`config.mk`:
```
export PLATFORM = sky130hd
export DESIGN_NAME = w8_twiddle_stage
export DESIGN_NICKNAME = d
export VERILOG_FILES = /design/src/rtl/w8_twiddle_stage_pkg.sv /design/src/rtl/w8_const_mul.sv /design/src/rtl/w8_twiddle_stage.sv
export SDC_FILE = /design/constraint.sdc
export NUM_CORES = 1
export LEC_CHECK = 0
export ABC_AREA = 0
export ABC_CLOCK_PERIOD_IN_PS = 10500
export CAP_MARGIN = 20
export CORE_ASPECT_RATIO = 0.8
export CORE_MARGIN = 4
export CORE_UTILIZATION = 60
export CTS_BUF_LIST = sky130_fd_sc_hd__clkbuf_4 sky130_fd_sc_hd__clkbuf_8
export DETAILED_ROUTE_END_ITERATION = 6
export PLACE_DENSITY = 0.79
export RECOVER_POWER = 25
export SLEW_MARGIN = 20
export SYNTH_ARGS = -nofsm -noshare
export SYNTH_HDL_FRONTEND = slang
export SYNTH_SLANG_ARGS = --single-unit
```
`constraint.sdc`:
```
create_clock -name i_clk -period 10.5 [get_ports i_clk]
set_input_delay 2.1 -clock i_clk [delete_from_list [all_inputs] [get_ports i_clk]]
set_output_delay 2.1 -clock i_clk [all_outputs]
set_load 0.05 [all_outputs]
```
`src/rtl/w8_twiddle_stage_pkg.sv`:
```
`default_nettype none
// ============================================================================
//  Module      : w8_twiddle_stage_pkg
//  Description : Shared definitions for the W8 twiddle rotation stage:
//                default widths, the 3-bit twiddle index type, the named
//                indices K0..K7 and the shift amounts that realise the
//                constant c = 0.6875 = 2^-1 + 2^-3 + 2^-4.
//  Revision    : 1.0  initial release
// ============================================================================
package w8_twiddle_stage_pkg;

    localparam int W8_DATA_WIDTH = 20;
    localparam int W8_FRAC       = 16;

    typedef logic [2:0] twk_t;

    localparam twk_t K0 = 3'd0;
    localparam twk_t K1 = 3'd1;
    localparam twk_t K2 = 3'd2;
    localparam twk_t K3 = 3'd3;
    localparam twk_t K4 = 3'd4;
    localparam twk_t K5 = 3'd5;
    localparam twk_t K6 = 3'd6;
    localparam twk_t K7 = 3'd7;

    // c = 1/2 + 1/8 + 1/16
    localparam int C_SH_A = 1;
    localparam int C_SH_B = 3;
    localparam int C_SH_C = 4;

endpackage
`default_nettype wire

```
`src/rtl/w8_const_mul.sv`:
```
`default_nettype none
// ============================================================================
//  Module      : w8_const_mul
//  Description : Combinational multiply by c = 0.6875 using three arithmetic
//                right shifts (each truncating toward -inf) summed with
//                wrap-around modulo 2^DATA_WIDTH.
//  Ports       : i_x  signed input sample
//                o_y  c * i_x
//  Revision    : 1.0  initial release
// ============================================================================
module w8_const_mul
    import w8_twiddle_stage_pkg::*;
#(
    parameter int DATA_WIDTH = W8_DATA_WIDTH
)(
    input  logic [DATA_WIDTH-1:0] i_x,
    output logic [DATA_WIDTH-1:0] o_y
);

    logic signed [DATA_WIDTH-1:0] w_xs;

    assign w_xs = i_x;
    assign o_y  = (w_xs >>> C_SH_A) + (w_xs >>> C_SH_B) + (w_xs >>> C_SH_C);

endmodule
`default_nettype wire

```
`src/rtl/w8_twiddle_stage.sv`:
```
`default_nettype none
// ============================================================================
//  Module      : w8_twiddle_stage
//  Description : Streaming rotation of complex samples by W8^k, k being a
//                per-frame sample index. Two registered stages (S1 captures
//                the sample and k, S2 holds the rotated result) with
//                valid/ready backpressure, 1 sample/cycle, latency 2.
//  Ports       : i_clk, i_rst_n (async, active-low)
//                i_valid/o_ready, i_frame_start, i_re, i_im   - input side
//                o_valid/i_ready, o_re, o_im, o_k, o_last      - output side
//  Config      : EXACT_NEG_EN - when defined, negation is exact two's
//                complement (~x + 1); otherwise ones' complement (~x).
//  Revision    : 1.0  initial release
// ============================================================================
module w8_twiddle_stage
    import w8_twiddle_stage_pkg::*;
#(
    parameter int DATA_WIDTH = W8_DATA_WIDTH,
    parameter int FRAC       = W8_FRAC
)(
    input  logic                  i_clk,
    input  logic                  i_rst_n,
    input  logic                  i_valid,
    output logic                  o_ready,
    input  logic                  i_frame_start,
    input  logic [DATA_WIDTH-1:0] i_re,
    input  logic [DATA_WIDTH-1:0] i_im,
    output logic                  o_valid,
    input  logic                  i_ready,
    output logic [DATA_WIDTH-1:0] o_re,
    output logic [DATA_WIDTH-1:0] o_im,
    output logic [2:0]            o_k,
    output logic                  o_last
);

    // The fixed-point format must leave at least one integer bit.
    if (FRAC <= 0 || FRAC >= DATA_WIDTH) begin : g_frac_check
        $error("w8_twiddle_stage: FRAC must be in 1..DATA_WIDTH-1");
    end

    localparam logic [DATA_WIDTH-1:0] C_ONE = {{(DATA_WIDTH-1){1'b0}}, 1'b1};

    function automatic logic [DATA_WIDTH-1:0] neg(input logic [DATA_WIDTH-1:0] x);
`ifdef EXACT_NEG_EN
        return ~x + C_ONE;
`else
        return ~x;
`endif
    endfunction

    // Stage 1
    logic                  r_s1_valid;
    logic [DATA_WIDTH-1:0] r_a;
    logic [DATA_WIDTH-1:0] r_b;
    twk_t                  r_k;
    twk_t                  r_k_cnt;

    // Stage 2
    logic                  r_s2_valid;
    logic [DATA_WIDTH-1:0] r_re;
    logic [DATA_WIDTH-1:0] r_im;
    twk_t                  r_ok;
    logic                  r_last;

    logic                  w_s2_adv;
    logic                  w_accept;
    twk_t                  w_k_used;
    logic [DATA_WIDTH-1:0] w_ca;
    logic [DATA_WIDTH-1:0] w_cb;
    logic [DATA_WIDTH-1:0] w_rot_re;
    logic [DATA_WIDTH-1:0] w_rot_im;

    // S2 moves whenever it is empty or its sample leaves; S1 follows it,
    // so o_ready sees i_ready combinationally and no bubble is inserted.
    assign w_s2_adv = !r_s2_valid || i_ready;
    assign o_ready  = !r_s1_valid || w_s2_adv;
    assign w_accept = i_valid && o_ready;
    assign w_k_used = i_frame_start ? K0 : r_k_cnt;

    w8_const_mul #(.DATA_WIDTH(DATA_WIDTH)) u_mul_a (.i_x(r_a), .o_y(w_ca));
    w8_const_mul #(.DATA_WIDTH(DATA_WIDTH)) u_mul_b (.i_x(r_b), .o_y(w_cb));

    always_comb begin
        w_rot_re = r_a;
        w_rot_im = r_b;
        case (r_k)
            K0: begin w_rot_re = r_a;                 w_rot_im = r_b;                 end
            K1: begin w_rot_re = w_ca + w_cb;         w_rot_im = w_cb + neg(w_ca);    end
            K2: begin w_rot_re = r_b;                 w_rot_im = neg(r_a);            end
            K3: begin w_rot_re = w_cb + neg(w_ca);    w_rot_im = neg(w_ca) + neg(w_cb); end
            K4: begin w_rot_re = neg(r_a);            w_rot_im = neg(r_b);            end
            K5: begin w_rot_re = neg(w_ca) + neg(w_cb); w_rot_im = w_ca + neg(w_cb);  end
            K6: begin w_rot_re = neg(r_b);            w_rot_im = r_a;                 end
            K7: begin w_rot_re = w_ca + neg(w_cb);    w_rot_im = w_ca + w_cb;         end
            default: ;
        endcase
    end

    always_ff @(posedge i_clk or negedge i_rst_n) begin
        if (!i_rst_n) begin
            r_s1_valid <= 1'b0;
            r_a        <= '0;
            r_b        <= '0;
            r_k        <= K0;
            r_k_cnt    <= K0;
        end else begin
            if (o_ready) begin
                r_s1_valid <= i_valid;
            end
            if (w_accept) begin
                r_a     <= i_re;
                r_b     <= i_im;
                r_k     <= w_k_used;
                r_k_cnt <= w_k_used + 3'd1;
            end
        end
    end

    always_ff @(posedge i_clk or negedge i_rst_n) begin
        if (!i_rst_n) begin
            r_s2_valid <= 1'b0;
            r_re       <= '0;
            r_im       <= '0;
            r_ok       <= K0;
            r_last     <= 1'b0;
        end else if (w_s2_adv) begin
            r_s2_valid <= r_s1_valid;
            if (r_s1_valid) begin
                r_re   <= w_rot_re;
                r_im   <= w_rot_im;
                r_ok   <= r_k;
                r_last <= (r_k == K7);
            end
        end
    end

    assign o_valid = r_s2_valid;
    assign o_re    = r_re;
    assign o_im    = r_im;
    assign o_k     = r_ok;
    assign o_last  = r_last;

endmodule
`default_nettype wire

```
==> impl_metrics.tcl, run 1 <==
set metrics [dict create \
    cp_data_arrival_time_ns 5.88 \
    start_kind "primary input" \
    rsz0062_at_grt "false" \
    cp_common_cell "clkbuf_1" \
    viasPerCell 6.62 \
    worst-path-buf-inv 2 \
    fp.dieArea_sq_um 21700 \
    layout_common_cells "nand2_1 (219), a21oi_1 (119), o21ai_0 (118), nor2_1 (107), ha_1 (107)" \
    drt_first_pass_iters 6 \
    grt_pass1_wl_microns 61300 \
    period_needed_ns 6.22 \
    ant_nets 0 \
    die_height_microns 133 \
    place.gp.congestion 1.03 \
    grt_start_max_net_pins 83 \
    grt_pass1_vias 10831 \
    cts_buffer_depth 2 \
    r2r-end "o_re[18]" \
    async_flop_share_pct 100 \
    syn_inst 1493 \
    synth_ff_type "dfrtp_1" \
    reg2reg_from "r_b[4]" \
    n_antenna_cell 0 \
    hold_path_class "reg -> reg" \
    max_cap_violations 2 \
    ys_ff_latch 92 \
    clk_latency_ns 0.41 \
    setup_slack_ns 4.28 \
    synth_area_leaders "dfrtp_1 (20%), ha_1 (11%), nand2_1 (7.1%)" \
    numCtsBuffers 9 \
    slowest_delay_ns 2.16 \
    cts.sinks 92 \
    gr-total-overflow 0 \
    ys_warn_count 0 \
    status "complete, but fails checks" \
    wire_per_inst_microns 22.6 \
    portBuffers 90 \
    cp-end-kind "async pin" \
    holdPathStages 2 \
    maxSlewHeadroom_pct -93.1 \
    hold_ws_ns 0.484 \
    cp_max_fo 56 \
    synth_cell_types 88 \
    synth_fp_nets 1683 \
    placed_cells 1767 \
    clock_skew_ns 0.0256 \
    drt_iter0_drc 1406 \
    clkTransAtPathRegs_ns 0.10 \
    rows 45 \
    fin_nets 1711 \
    synth.avg_cell_area_sq_um 7.81 \
    synth-edff-count 0 \
    synth.top_cell.area_share_pct 19.8 \
    worst_pin_slew_ns 2.90 \
    rrSetupSlack_ns 4.29 \
    netlist_area_sq_um 11700 \
    crit_family "buffers and inverters" \
    vias 11816 \
    grtUsageTotal_pct 36.4 \
    cts_tree "built" \
    core_area_sq_um 19000 \
    drcViolationCount 0 \
    die_w_microns 164 \
    grt_antenna_before_repair 0 \
    io_pins 91 \
    slowest_stage "clkbuf_1" \
    instances_no_fill 1784 \
    cts_setup_buffers 0 \
    min_from "o_last" \
    cts_max_level 3 \
    finalSetupTns_ns 0 \
    hold_buffers 0 \
    whs_endpoint "o_last" \
    layout_commonest_cell "nand2_1" \
    synth_largest_area_cell "dfrtp_1" \
    drt-total-wl_microns 40400 \
    hpwl_microns 31200 \
    start_util_pct 61.2 \
    worst-r2r-cell-count 19 \
    finalSetupViolations 0 \
    cts_root_buffer "clkbuf_8" \
    violations "max-capacitance violations, max-slew violations" \
    fmax_ghz 0.161 \
    finalHoldViolations 0 \
    report.final.slew_viol_count 95 \
    drive_gt1_share_pct 5.18 \
    min_period_over_period_pct 59.2 \
    syn_to_final_growth_pct 10.5 \
    crit_type "in -> async" \
    post-place-ws_ns 4.50 \
    nFillCells 1634 \
    crit_chain "clkbuf_1 > clkbuf_1" \
    worstPathRequired_ns 10.16 \
    ys_seq_area_share_pct 19.8 \
    cts_resized 0 \
]
## per-stage QoR
stage	cell area [sq um]	utilization, %
global route	12900	67.7
floorplan	11700	-
CTS	12900	67.6
finish	12900	67.7
detailed placement	12700	66.5
global placement	12700	66.5
## flip-flops by register name (all words and copies together) (netlist names), 3 cells and up
| signal | count |
|---|---|
| r_b | 20 |
| o_re | 20 |
| r_a | 20 |
| r_k_cnt | 3 |
| o_k | 3 |
| r_k | 3 |
| o_im | 20 |
## area by class of cell
cell class / instances / area (sq um) / area share [%]
sequential: 92 / 2310 / 17.9
tap: 258 / 323 / 2.51
multi-input combinational: 1239 / 8750 / 67.9
clock inverter: 7 / 91.3 / 0.709
inverter: 75 / 282 / 2.19
timing repair buffer: 104 / 1010 / 7.83
clock buffer: 9 / 124 / 0.962
## Yosys cell counts, types with 31 or more instances
cell / number
nand2_1: 220
a21oi_1: 119
o21ai_0: 118
nor2_1: 109
ha_1: 107
dfrtp_1: 92
xnor2_1: 71
inv_1: 70
clkbuf_1: 63
fa_1: 38
a21o_1: 35
nor3_1: 31
## cell families after synthesis
family,synth area share [%]
AOI/OAI and AO/OA,30.0
DFF,19.8
xor gates and xnor gates,7.13
adders and majority gates,18.0
and+or+nand+nor,17.1
buffers and inverters,5.27
muxes,2.72
## how the worst max path moves through the flow
stage                 start  endpoint  slack [ns]  depth (start not counted)
finish              i_rst_n    r_k[0]        4.28                          2
global placement     r_b[4]  o_re[18]        4.65                         19
floorplan            r_b[5]  o_re[19]        5.21                         22
global route        i_rst_n    r_k[2]        3.32                          2
CTS                  r_b[4]  o_re[18]        4.45                         19
detailed placement   r_b[4]  o_re[18]        4.50                         19
## metal layers
layer	global-route usage [%]	vias up	wire length, microns
li1	-	5430	-
met4	6.61	2	533
met1	54.0	5489	17200
met3	18.5	59	7060
met5	2.50	-	72
met2	47.3	836	15500
Power of run 1 is not shown: default switching activity piles up to over one toggle a cycle in this logic, so the estimate is an artifact.
==> run 2, diff against run 1 <==
--- a/config.mk
+++ b/config.mk
@@ -6,7 +6,7 @@
 export NUM_CORES = 1
 export LEC_CHECK = 0
 export ABC_AREA = 0
-export ABC_CLOCK_PERIOD_IN_PS = 10500
+export ABC_CLOCK_PERIOD_IN_PS = 6100
 export CAP_MARGIN = 20
 export CORE_ASPECT_RATIO = 0.8
 export CORE_MARGIN = 4
==> constraint.sdc (replaced) <==
create_clock -name i_clk -period 6.1 [get_ports i_clk]
set_input_delay 1.22 -clock i_clk [delete_from_list [all_inputs] [get_ports i_clk]]
set_output_delay 1.22 -clock i_clk [all_outputs]
set_load 0.05 [all_outputs]
==> run 2 against run 1 <==
- critical path depth is 19 higher
- the run still ends with max-capacitance violations, max-slew violations left
- via count up 1.6%
- worst hold slack gained 0.0030 ns
- register-to-register slack got worse by 4.0 ns
- highest routed layer is now met4
- critical path type is now reg -> reg
- count of clock-buffer cells in the layout is the same
- non-clock buffer count rose by 29
- sequential share of layout area down 0.29 points
- largest cell class unchanged
- first-iteration DRC count is 7.8% higher
- final cell count grew 1.6%
==> impl_metrics.tcl, run 2 (synthesized netlist as in run 1, its figures left out) <==
set metrics [dict create \
    status "complete, but fails checks" \
    violations "max-capacitance violations, max-slew violations" \
    cts.sinks 92 \
    start_kind "flip-flop" \
    max_cap_violations 1 \
    layout_commonest_cell "nand2_1" \
    cts_tree "built" \
    worst-path-buf-inv 0 \
    cp_common_cell "a21o_1" \
    crit_type "reg -> reg" \
    nFillCells 1591 \
    cp_data_arrival_time_ns 6.14 \
    worst_pin_slew_ns 2.11 \
    report.final.slew_viol_count 37 \
    wire_per_inst_microns 22.6 \
    core_area_sq_um 19000 \
    cts_buffer_depth 2 \
    viasPerCell 6.62 \
    die_w_microns 164 \
    grt_antenna_before_repair 0 \
    start_util_pct 61.2 \
    instances_no_fill 1813 \
    fin_nets 1740 \
    drt_first_pass_iters 6 \
    clock_skew_ns 0.0261 \
    period_needed_ns 5.82 \
    drt-total-wl_microns 41000 \
    grtUsageTotal_pct 37.5 \
    ant_nets 0 \
    slowest_stage "fa_1" \
    finalSetupViolations 0 \
    drt_iter0_drc 1515 \
    grt_pass1_wl_microns 63400 \
    crit_family "compound AO/OA/AOI/OAI gates" \
    min_period_over_period_pct 95.4 \
    grt_start_max_net_pins 66 \
    n_antenna_cell 0 \
    rows 45 \
    placed_cells 1792 \
    slowest_delay_ns 0.52 \
    cts_max_level 3 \
    vias 12010 \
    clk_latency_ns 0.40 \
    drive_gt1_share_pct 7.85 \
    numCtsBuffers 9 \
    maxSlewHeadroom_pct -40.7 \
    cp-end-kind "flip-flop" \
    rsz0062_at_grt "false" \
    hpwl_microns 31900 \
    fmax_ghz 0.172 \
    die_height_microns 133 \
    hold_path_class "reg -> reg" \
    fp.dieArea_sq_um 21700 \
    place.gp.congestion 1.06 \
    crit_chain "fa_1 > ha_1 > fa_1 > a211oi_2 > nor2_1 > o22a_1 > a32o_1 > o31ai_2 > or2b_1 > a21o_1 > a21o_1 > a21o_1 > xnor2_1 > ha_2 > nor2_1 > nand2_1 > or2_2 > o311ai_2 > or4b_1 > and4_1 > a21oi_1" \
    cp_max_fo 11 \
    syn_to_final_growth_pct 12.7 \
    drcViolationCount 0 \
    worstPathRequired_ns 6.43 \
    clkTransAtPathRegs_ns 0.11 \
    layout_common_cells "nand2_1 (219), o21ai_0 (118), a21oi_1 (118), nor2_1 (107), ha_1 (106)" \
    grt_pass1_vias 10978 \
    finalSetupTns_ns 0 \
    finalHoldViolations 0 \
    io_pins 91 \
    cts_root_buffer "clkbuf_8" \
    portBuffers 90 \
    gr-total-overflow 0 \
]
run 2: cell type report:
cell class | instances | area (sq um) | share of cell area, %
sequential | 92 | 2310 | 17.6
clock buffer | 9 | 124 | 0.943
timing repair buffer | 133 | 1210 | 9.25
inverter | 75 | 282 | 2.14
clock inverter | 7 | 91.3 | 0.696
tap | 258 | 323 | 2.46
multi-input combinational | 1239 | 8780 | 66.9
run 2: metal layers:
metal / track usage, % / vias to the layer above / part of all wire, %
met4: 5.36 / 0 / 1.4
met2: 49.9 / 781 / 39
li1: - / 5467 / -
met5: 0 / - / 0
met3: 13.9 / 60 / 16
met1: 58.5 / 5702 / 44
run 2: worst paths after layout:
check                                 from  cells after the start         end  slack [ns]
worst min register to register  r_k_cnt[1]                      2  r_k_cnt[1]        0.49
worst max register to register      r_b[4]                     21    o_re[19]        0.28
worst min-delay path            r_k_cnt[1]                      2  r_k_cnt[1]        0.49
min in group asynchronous          i_rst_n                      1      r_a[0]        1.41
worst max-delay path                r_b[4]                     21    o_re[19]        0.28
max in group asynchronous          i_rst_n                      2      r_k[1]        2.23
run 2: timing repair:
action,CTS,global route
endpoints found under the setup margin,0,8
hold buffers,0,0
setup buffers,0,5
gates resized for setup,0,15
run 2: worst reg2reg max path, cell delays in order (launching register included):
cell	delay, ns
dfrtp_2	0.50
fa_1	0.51
ha_1	0.30
fa_1	0.52
a211oi_2	0.25
nor2_1	0.10
o22a_1	0.26
a32o_1	0.29
o31ai_2	0.25
or2b_1	0.25
a21o_1	0.19
a21o_1	0.18
a21o_1	0.20
xnor2_1	0.15
ha_2	0.49
nor2_1	0.08
nand2_1	0.13
or2_2	0.13
o311ai_2	0.14
or4b_1	0.48
and4_1	0.21
a21oi_1	0.13
run 2: through the flow:
step	area, sq um	utilization, %	hold slack (ns)	worst slack [ns]
2_1_floorplan	11700	-	0.438	0.805
3_3_place_gp	12800	67.5	0.456	0.374
3_5_place_dp	12800	67.5	0.464	0.187
4_1_cts	13100	68.6	0.490	0.155
5_1_grt	13100	69.0	0.513	0.000384
6_report	13100	69.0	0.487	0.283
Power of run 2 is left out for the same reason.
==> run 3, diff against run 2 <==
--- a/config.mk
+++ b/config.mk
@@ -7,13 +7,12 @@
 export LEC_CHECK = 0
 export ABC_AREA = 0
 export ABC_CLOCK_PERIOD_IN_PS = 6100
-export CAP_MARGIN = 20
 export CORE_ASPECT_RATIO = 0.8
 export CORE_MARGIN = 4
 export CORE_UTILIZATION = 60
 export CTS_BUF_LIST = sky130_fd_sc_hd__clkbuf_4 sky130_fd_sc_hd__clkbuf_8
 export DETAILED_ROUTE_END_ITERATION = 6
-export PLACE_DENSITY = 0.79
+export PLACE_DENSITY = 0.92
 export RECOVER_POWER = 25
 export SLEW_MARGIN = 20
 export SYNTH_ARGS = -nofsm -noshare
==> run 3 against run 2 <==
- the flow finishes with violations (design-rule violations, max-capacitance violations, max-slew violations)
- flip-flop and latch count stayed put
- register-to-register slack worse by 0.08 ns
- count of clock-buffer cells in the layout is 1 higher
- worst hold slack better by 0.0013 ns
- critical path depth is 2 lower
- global-route usage is 0.71 points lower
- first-iteration DRC count is 0.40% higher
- fmax is 1.3% lower
- via count is 0.36% lower
- critical path type unchanged
- largest cell class unchanged
- highest routed layer unchanged
==> impl_metrics.tcl, run 3 (synthesized netlist as in run 1, its figures left out) <==
set metrics [dict create \
    io_pins 91 \
    rows 45 \
    clk_latency_ns 0.41 \
    vias 11967 \
    crit_type "reg -> reg" \
    slowest_stage "fa_1" \
    layout_common_cells "nand2_1 (219), a21oi_1 (119), o21ai_0 (118), nor2_1 (107), ha_1 (105)" \
    cp_data_arrival_time_ns 6.19 \
    fin_nets 1727 \
    worst_pin_slew_ns 2.13 \
    cts.sinks 92 \
    numCtsBuffers 9 \
    drive_gt1_share_pct 6.81 \
    worstPathRequired_ns 6.40 \
    status "complete, but fails checks" \
    cts_root_buffer "clkbuf_8" \
    cts_buffer_depth 2 \
    setup_slack_ns 0.205 \
    gr-total-overflow 0 \
    finalSetupViolations 0 \
    grt_pass1_wl_microns 62800 \
    finalHoldViolations 0 \
    min_period_over_period_pct 96.6 \
    slowest_delay_ns 0.51 \
    nFillCells 1587 \
    crit_family "compound AO/OA/AOI/OAI gates" \
    report.final.slew_viol_count 37 \
    ant_nets 0 \
    core_area_sq_um 19000 \
    grt_antenna_before_repair 0 \
    hold_ws_ns 0.488 \
    hold_path_class "reg -> reg" \
    layout_commonest_cell "nand2_1" \
    hpwl_microns 31400 \
    cts_max_level 3 \
    multi_input_area_sq_um 8780 \
    fmax_ghz 0.170 \
    viasPerCell 6.65 \
    final_util_pct 68.3 \
    drt-total-wl_microns 40400 \
    syn_to_final_growth_pct 11.6 \
    wire_per_inst_microns 22.4 \
    place.gp.congestion 1.02 \
    drt_first_pass_iters 7 \
    violations "design-rule violations, max-capacitance violations, max-slew violations" \
    seqCellArea_sq_um 2310 \
    worst-path-buf-inv 0 \
    fp.dieArea_sq_um 21700 \
    portBuffers 90 \
    start_util_pct 61.2 \
    n_antenna_cell 0 \
    die_w_microns 164 \
    cts_tree "built" \
    finalSetupTns_ns 0 \
    cp_max_fo 7 \
    hold_buffers 0 \
    grtUsageTotal_pct 36.7 \
    cp-end-kind "flip-flop" \
    start_kind "flip-flop" \
    max_cap_violations 1 \
    drt_iter0_drc 1521 \
    crit_chain "fa_1 > ha_1 > fa_1 > a211oi_1 > nor2_1 > o22a_1 > a21o_1 > a21o_1 > xnor2_1 > ha_1 > and3_1 > a221o_1 > a311oi_1 > o21bai_1 > a221oi_2 > xor2_1 > o221ai_1 > a221oi_1 > nor2_1" \
    clock_skew_ns 0.0229 \
    rsz0062_at_grt "false" \
    post-place-ws_ns 0.230 \
    grt_pass1_vias 11174 \
    die_height_microns 133 \
    maxSlewHeadroom_pct -41.7 \
    grt_start_max_net_pins 77 \
    clkTransAtPathRegs_ns 0.11 \
    drcViolationCount 4 \
    period_needed_ns 5.89 \
]
run 3: path summary, 6_finish.rpt:
path / to / start / slack, ns / cells after the start
worst max-delay path: o_re[18] / r_b[4] / 0.21 / 19
worst min-delay path: r_k_cnt[1] / r_k_cnt[1] / 0.49 / 2
worst max register to register: o_re[18] / r_b[4] / 0.21 / 19
worst min register to register: r_k_cnt[1] / r_k_cnt[1] / 0.49 / 2
max in group asynchronous: r_k[0] / i_rst_n / 2.28 / 2
min in group asynchronous: r_b[0] / i_rst_n / 1.41 / 1
run 3: routing by layer:
layer	up-vias	GRT usage, %	part of all wire [%]	wire length, microns
met5	-	0	0	0
met4	0	5.54	1.3	505
met3	63	15.9	17	6660
met2	801	49.6	39	15900
met1	5656	55.4	43	17300
li1	5447	-	-	-
run 3: area by class of cell:
| type | instances | share of cell area (%) |
|---|---|---|
| multi-input combinational | 1239 | 67.5 |
| clock buffer | 10 | 1.06 |
| clock inverter | 6 | 0.423 |
| inverter | 75 | 2.16 |
| timing repair buffer | 120 | 8.59 |
| tap | 258 | 2.48 |
| sequential | 92 | 17.8 |
run 3: worst min-delay path, stage by stage (launching register included):
cell     delay [ns]
dfrtp_1        0.36
nand2_1        0.05
nand2_1        0.05
run 3: per-stage QoR:
step / cells / cell area (sq um)
after floorplan: 1493 / 11700
after global placement: 1784 / 12800
after detailed placement: 1784 / 12800
after CTS: 1800 / 13000
after global routing: 1800 / 13000
final: 1800 / 13000
run 3: what timing repair did:
action / CTS / global route
resized for setup: 0 / 11
setup buffers: 0 / 0
setup endpoints to repair: 0 / 13
Power of run 3 is left out for the same reason.
